[config.mk]
export PLATFORM = sky130hd
export DESIGN_NAME = uvmt_apb_st_proto_chkr
export DESIGN_NICKNAME = d
export VERILOG_FILES = /design/src/rtl/uvmt_apb_st_proto_chkr.sv
export SDC_FILE = /design/constraint.sdc
export NUM_CORES = 1
export LEC_CHECK = 0
export ABC_AREA = 1
export BUFFER_PORTS_ARGS = -buffer_cell sky130_fd_sc_hd__buf_4
export CORE_MARGIN = 5
export CORE_UTILIZATION = 30
export DETAILED_ROUTE_END_ITERATION = 10
export GPL_ROUTABILITY_DRIVEN = 1
export MAX_ROUTING_LAYER = met4
export SYNTH_ARGS = -nofsm -noshare
export SYNTH_HDL_FRONTEND = slang
export SYNTH_SLANG_ARGS = --single-unit
[constraint.sdc]
create_clock -name clk -period 4.1 [get_ports clk]
set_input_delay 0.82 -clock clk [delete_from_list [all_inputs] [get_ports clk]]
set_output_delay 0.82 -clock clk [all_outputs]
set_load 0.01 [all_outputs]
[src/rtl/uvmt_apb_st_proto_chkr.sv]
// Passive APB3/APB4 protocol checker: tracks each transfer with a phase FSM and reports
// violations as sticky flags, a one-cycle pulse and code, plus transfer/wait statistics.
module uvmt_apb_st_proto_chkr #(
    parameter int unsigned NUM_SLV    = 1,
    parameter int unsigned ADDR_WIDTH = 32,
    parameter int unsigned DATA_WIDTH = 32,
    parameter int unsigned MAX_WAIT   = 16,
    parameter int unsigned CNT_WIDTH  = 16,
    localparam int unsigned STRB_WIDTH = DATA_WIDTH / 8
) (
    input  logic                  clk,
    input  logic                  reset,
    input  logic                  chk_en,
    input  logic                  clr,
    input  logic [NUM_SLV-1:0]    psel,
    input  logic                  penable,
    input  logic                  pwrite,
    input  logic [ADDR_WIDTH-1:0] paddr,
    input  logic [DATA_WIDTH-1:0] pwdata,
    input  logic [STRB_WIDTH-1:0] pstrb,
    input  logic [2:0]            pprot,
    input  logic                  pready,
    input  logic                  pslverr,
    output logic [7:0]            err_flags,
    output logic                  err_pulse,
    output logic [2:0]            err_code,
    output logic [CNT_WIDTH-1:0]  xfer_cnt,
    output logic [CNT_WIDTH-1:0]  slverr_cnt,
    output logic [7:0]            last_wait
);

    localparam logic [1:0] ST_IDLE   = 2'd0;
    localparam logic [1:0] ST_SETUP  = 2'd1;
    localparam logic [1:0] ST_ACCESS = 2'd2;
    localparam logic [1:0] ST_DONE   = 2'd3;

    logic [1:0]            state_q, state_d;
    logic [7:0]            wait_q, wait_d;
    logic                  unstable_seen_q, unstable_seen_d;
    logic [NUM_SLV-1:0]    psel_q;
    logic                  pwrite_q;
    logic [ADDR_WIDTH-1:0] paddr_q;
    logic [DATA_WIDTH-1:0] pwdata_q;
    logic [STRB_WIDTH-1:0] pstrb_q;
    logic [2:0]            pprot_q;

    logic [7:0]            viol;
    logic                  capture, complete, in_access, sel_any, multi_sel, fields_differ;
    logic [7:0]            wait_cur, wait_inc;
    logic [7:0]            err_flags_d, last_wait_d;
    logic                  err_pulse_d;
    logic [2:0]            err_code_d;
    logic [CNT_WIDTH-1:0]  xfer_cnt_d, slverr_cnt_d;

    assign sel_any   = |psel;
    assign multi_sel = (psel & (psel - NUM_SLV'(1))) != '0;
    assign fields_differ = (psel != psel_q) || (paddr != paddr_q) || (pwrite != pwrite_q) ||
                           (pprot != pprot_q) ||
                           (pwrite_q && ((pwdata != pwdata_q) || (pstrb != pstrb_q)));
    // The first PENABLE cycle is evaluated in SETUP, so waits count from zero there.
    assign wait_cur = (state_q == ST_ACCESS) ? wait_q : 8'd0;
    assign wait_inc = (wait_cur == 8'hFF) ? wait_cur : wait_cur + 8'd1;

    always_comb begin
        state_d         = state_q;
        wait_d          = wait_q;
        unstable_seen_d = unstable_seen_q;
        viol            = '0;
        capture         = 1'b0;
        complete        = 1'b0;
        in_access       = 1'b0;
        if (!chk_en) begin
            state_d = ST_IDLE;
        end else begin
            viol[0] = multi_sel;
            case (state_q)
                ST_IDLE: begin
                    if (sel_any && penable) begin
                        viol[1] = 1'b1;
                    end else if (sel_any) begin
                        capture = 1'b1;
                    end
                end
                ST_SETUP: begin
                    if ((psel == psel_q) && penable) begin
                        in_access = 1'b1;
                    end else begin
                        viol[2] = sel_any;
                        state_d = ST_IDLE;
                    end
                end
                ST_ACCESS: begin
                    if (!sel_any || !penable) begin
                        viol[7] = 1'b1;
                        state_d = ST_IDLE;
                    end else begin
                        in_access = 1'b1;
                    end
                end
                default: begin
                    if (penable) begin
                        viol[5] = 1'b1;
                        state_d = ST_IDLE;
                    end else if (sel_any) begin
                        capture = 1'b1;
                    end else begin
                        state_d = ST_IDLE;
                    end
                end
            endcase
            if (in_access) begin
                if (fields_differ && !unstable_seen_q) begin
                    viol[3]         = 1'b1;
                    unstable_seen_d = 1'b1;
                end
                if (pready) begin
                    complete = 1'b1;
                    state_d  = ST_DONE;
                end else begin
                    wait_d  = wait_inc;
                    state_d = ST_ACCESS;
                    viol[4] = (wait_inc == 8'(MAX_WAIT)) && (wait_inc != wait_cur);
                end
            end
            if (capture) begin
                viol[6]         = !pwrite && (pstrb != '0);
                unstable_seen_d = 1'b0;
                state_d         = ST_SETUP;
            end
        end
    end

    // Clear is applied first so a violation in the clearing cycle still lands.
    always_comb begin
        err_flags_d  = (clr ? 8'd0 : err_flags) | viol;
        err_pulse_d  = |viol;
        err_code_d   = 3'd0;
        for (int i = 7; i >= 0; i--) begin
            if (viol[i]) err_code_d = 3'(i);
        end
        xfer_cnt_d   = clr ? '0 : xfer_cnt;
        last_wait_d  = clr ? 8'd0 : last_wait;
        slverr_cnt_d = slverr_cnt;
        if (complete) begin
            last_wait_d = wait_cur;
            if (xfer_cnt_d != '1) xfer_cnt_d = xfer_cnt_d + CNT_WIDTH'(1);
            if (pslverr && (slverr_cnt != '1)) slverr_cnt_d = slverr_cnt + CNT_WIDTH'(1);
        end
    end

    always_ff @(posedge clk or posedge reset) begin
        if (reset) begin
            state_q         <= ST_IDLE;
            wait_q          <= 8'd0;
            unstable_seen_q <= 1'b0;
            psel_q          <= '0;
            pwrite_q        <= 1'b0;
            paddr_q         <= '0;
            pwdata_q        <= '0;
            pstrb_q         <= '0;
            pprot_q         <= 3'd0;
            err_flags       <= 8'd0;
            err_pulse       <= 1'b0;
            err_code        <= 3'd0;
            xfer_cnt        <= '0;
            slverr_cnt      <= '0;
            last_wait       <= 8'd0;
        end else begin
            state_q         <= state_d;
            wait_q          <= wait_d;
            unstable_seen_q <= unstable_seen_d;
            if (capture) begin
                psel_q   <= psel;
                pwrite_q <= pwrite;
                paddr_q  <= paddr;
                pwdata_q <= pwdata;
                pstrb_q  <= pstrb;
                pprot_q  <= pprot;
            end
            err_flags  <= err_flags_d;
            err_pulse  <= err_pulse_d;
            err_code   <= err_code_d;
            xfer_cnt   <= xfer_cnt_d;
            slverr_cnt <= slverr_cnt_d;
            last_wait  <= last_wait_d;
        end
    end

endmodule

==> metrics.txt <==
# TYPE chip_impl_metric gauge
chip_impl_metric{name="synth.distinct_cells",unit=""} 32
chip_impl_info{name="cts_tree",value="built"} 1
chip_impl_metric{name="gp_routability_congestion",unit=""} 0.8598
chip_impl_metric{name="finalNonFillerCells",unit=""} 1339
chip_impl_metric{name="coreArea",unit="um^2"} 23330
chip_impl_metric{name="final_cell_area",unit="um^2"} 8951
chip_impl_metric{name="grt_remaining_overflow",unit=""} 0
chip_impl_metric{name="ys.warnings.count",unit=""} 0
chip_impl_metric{name="cts.sink_count",unit=""} 136
chip_impl_metric{name="clock_tree.buffer_depth",unit=""} 2
chip_impl_metric{name="post-place-ws",unit="ns"} 1.271
chip_impl_info{name="hp-class",value="in2async"} 1
chip_impl_metric{name="drt-vias-per-instance",unit=""} 4.401
chip_impl_metric{name="grt_pass1_wl",unit="mm"} 28.28
chip_impl_metric{name="power.density",unit="nW/um^2"} 403.3
chip_impl_info{name="status",value="complete, no violations"} 1
chip_impl_metric{name="clk_transition_reported_paths",unit="ns"} 0.06
chip_impl_metric{name="portBuffers",unit=""} 131
chip_impl_metric{name="fin_setup_tns",unit="ns"} 0
chip_impl_metric{name="i_o_pin_total",unit=""} 132
chip_impl_metric{name="dp_hpwl",unit="mm"} 12.35
chip_impl_metric{name="maximum_clock_frequency",unit="MHz"} 349.9
chip_impl_metric{name="grt_antenna_before_repair",unit=""} 0
chip_impl_info{name="cp_cell_sequence",value="inv_1 -> ha_1 -> nand2_1 -> inv_1 -> ha_1 -> nand2_1 -> nor2_1 -> nand3_1 -> nand3_1 -> nor2_1 -> nand4_1 -> nand2_1 -> nor2_1 -> nand4_1"} 1
chip_impl_metric{name="nNetsFinal",unit=""} 1095
chip_impl_metric{name="netlist_instances",unit=""} 878
chip_impl_info{name="grt.busiest_layer",value="met2"} 1
chip_impl_metric{name="dpl_cell_area",unit="um^2"} 8372
chip_impl_metric{name="power.total",unit="mW"} 3.610
chip_impl_metric{name="power_leakage",unit="nW"} 4.566
chip_impl_metric{name="synth_area",unit="um^2"} 7068
chip_impl_metric{name="dr_total_vias",unit=""} 5893
chip_impl_metric{name="die_w",unit="um"} 163.5
chip_impl_metric{name="instance_count_on_the_critical_path",unit=""} 14
chip_impl_metric{name="hold_slack",unit="ns"} 0.3450
chip_impl_metric{name="crit_arrival",unit="ns"} 3.15
chip_impl_metric{name="std_cell_rows",unit=""} 56
chip_impl_metric{name="multiInputGateArea",unit="um^2"} 3238
chip_impl_metric{name="post-cts-setup-buffer-count",unit=""} 0
chip_impl_metric{name="globalRouteMet2Util",unit="%"} 21.43
chip_impl_metric{name="clock_skew",unit="ns"} 0.008695
chip_impl_metric{name="dp.cells",unit=""} 1307
chip_impl_metric{name="post_route_cells_drive_above_1_share",unit="%"} 19.80
chip_impl_metric{name="area_growth_syn_to_layout",unit="%"} 26.64
chip_impl_metric{name="slew_headroom",unit="%"} 40.33
chip_impl_metric{name="final_critical_path_setup_slack",unit="ns"} 1.242
chip_impl_info{name="cp_top_family",value="simple AND/OR/NAND/NOR gates"} 1
chip_impl_metric{name="avgRoutedWirePerCell",unit="um"} 12.80
chip_impl_metric{name="drtAntennaViolNets",unit=""} 0
chip_impl_metric{name="final-max-slew-violation-count",unit=""} 0
chip_impl_metric{name="timing_worst_slew_pin_value",unit="ns"} 0.8951
chip_impl_metric{name="flip_flop_and_latch_count_after_synthesis",unit=""} 136
chip_impl_metric{name="sequential_cell_area",unit="um^2"} 3403
chip_impl_metric{name="die_y",unit="um"} 163.5
chip_impl_metric{name="net_count_of_the_mapped_netlist",unit=""} 966
chip_impl_info{name="critical_path.slowest_cell",value="ha_1"} 1
chip_impl_metric{name="clock_latency",unit="ns"} 0.42
chip_impl_metric{name="critical_path_required",unit="ns"} 4.39
chip_impl_info{name="cts.root.buffer_cell",value="clkbuf_16"} 1
chip_impl_metric{name="route.detailed.drc",unit=""} 0
chip_impl_metric{name="irDropWorstVdd",unit="uV"} 184.7
chip_impl_metric{name="cts-htree-levels",unit=""} 4
chip_impl_info{name="grt_setup_unrepaired",value="no"} 1
chip_impl_info{name="setup.worst_path.end_class",value="flip-flop"} 1
chip_impl_metric{name="synth_sequential_area_ratio",unit="%"} 48.15
chip_impl_metric{name="max_stage_delay",unit="ns"} 0.50
chip_impl_metric{name="cts_resized",unit=""} 0
chip_impl_metric{name="cp_num_buf_inv",unit=""} 2
chip_impl_info{name="start_kind",value="flip-flop"} 1
chip_impl_info{name="type_of_the_worst_setup_path",value="reg2reg"} 1
chip_impl_metric{name="grt_util_all_layers",unit="%"} 13.55
chip_impl_metric{name="hold_viol",unit=""} 0
chip_impl_metric{name="final-setup-viol-count",unit=""} 0
chip_impl_metric{name="post_cts_hold_fix_bufs",unit=""} 0
chip_impl_metric{name="detailedRoute.firstPassIterationCount",unit=""} 5
chip_impl_metric{name="grt_start_max_net_pins",unit=""} 92
chip_impl_metric{name="numCtsBuffers",unit=""} 17
chip_impl_metric{name="floorplan.die_area",unit="um^2"} 26730
chip_impl_metric{name="syn_area_per_cell",unit="um^2"} 8.050
chip_impl_metric{name="met3_usage",unit="%"} 4.895
chip_impl_metric{name="fillerInstances",unit=""} 2355
chip_impl_metric{name="start_util",unit="%"} 30.29
chip_impl_metric{name="post-route-min-period",unit="ns"} 2.858
chip_impl_metric{name="r2r.worst_path.cells",unit=""} 14
chip_impl_metric{name="n_antenna_cell",unit=""} 0
chip_impl_metric{name="drt_iter0_drc",unit=""} 340
chip_impl_metric{name="timing.max_cap.violations",unit=""} 0
chip_impl_metric{name="first_global_vias",unit=""} 5849
chip_impl_metric{name="period_share",unit="%"} 69.71
chip_impl_metric{name="grt_use_met1",unit="%"} 16.56
chip_impl_metric{name="fin_util",unit="%"} 38.36
chip_impl_metric{name="routed_wirelength",unit="mm"} 17.14
chip_impl_metric{name="critPathMaxFanout",unit=""} 14
placed cells by master, fill, tap and decap left out, types with 9 or more instances in the layout:
cell | Yosys | final
nor3_1 | 12 | 12
xor2_1 | 29 | 29
o21ai_0 | 49 | 49
dfrtp_1 | 136 | 136
nor2_1 | 52 | 52
nand2_1 | 323 | 322
nand4_1 | 26 | 26
inv_1 | 75 | 73
or2_2 | 9 | 9
nand3_1 | 43 | 43
buf_4 | 1 | 134
xnor2_1 | 57 | 57
clkbuf_16 | 0 | 17
sequential cells by signal, summed over array words and instances, names as in the netlist:
signal	count
paddr_q	32
pwdata_q	32
slverr_cnt	16
xfer_cnt	16
err_flags	8
last_wait	8
wait_q	8
pstrb_q	4
err_code	3
pprot_q	3
state_q	2
err_pulse	1
psel_q	1
pwrite_q	1
unstable_seen_q	1
layout make-up:
type / count / share of cell area, %
Tap cell: 319 / 4.459
Clock buffer: 17 / 4.753
Inverter: 79 / 3.411
Timing Repair Buffer: 135 / 11.46
Clock inverter: 15 / 1.719
Multi-Input combinational cell: 638 / 36.18
Sequential cell: 136 / 38.02
cells in the mapped netlist (all sizes together):
library cell	count	area, um^2
ha	8	100.1
inv	78	297.8
and3	2	12.51
nand3	43	215.2
nor3	13	70.07
clkinv	1	3.750
nor4	2	18.77
or2	9	56.30
clkbuf	15	56.30
o21ai	50	250.2
o21a	1	7.510
a21oi	4	20.02
nand2	330	1266
nand3b	1	7.510
dfrtp	136	3403
nand4	27	175.2
nor2	62	282.8
buf	10	71.32
xor2	29	254.0
xnor2	57	499.2
power breakdown:
group | switching (mW) | internal, mW | leakage [nW] | total, mW
Clock | 0.609 | 0.895 | 0.275 | 1.50
Combinational | 0.253 | 0.250 | 2.55 | 0.503
Sequential | 0.105 | 1.50 | 1.74 | 1.60
Total | 0.967 | 2.64 | 4.57 | 3.61
worst paths after layout:
path	start	to	slack (ns)
min reg2reg	err_flags[1]$_DFF_PP0_	err_flags[1]$_DFF_PP0_	0.49
max in group asynchronous	reset	err_flags[1]$_DFF_PP0_	2.85
min	reset	err_flags[0]$_DFF_PP0_	0.34
min in group clk	err_flags[1]$_DFF_PP0_	err_flags[1]$_DFF_PP0_	0.49
max reg2reg	state_q[0]$_DFFE_PP0P_	err_pulse$_DFF_PP0_	1.24
max	state_q[0]$_DFFE_PP0P_	err_pulse$_DFF_PP0_	1.24
logic make-up after synthesis:
group / synth area share (%)
compound gates: 3.930
xor+xnor: 10.66
fa+ha+maj: 1.416
buf+inv: 6.072
flops: 48.15
simple gates: 29.78
per-layer routing:
layer	vias up	share of wire (%)	routed length, um
li1	3000	-	-
met1	2762	45	7627
met2	122	48	8185
met3	9	6.8	1164
met4	0	0.93	159
met5	-	0	0
Power figures use the tool's default switching activity.
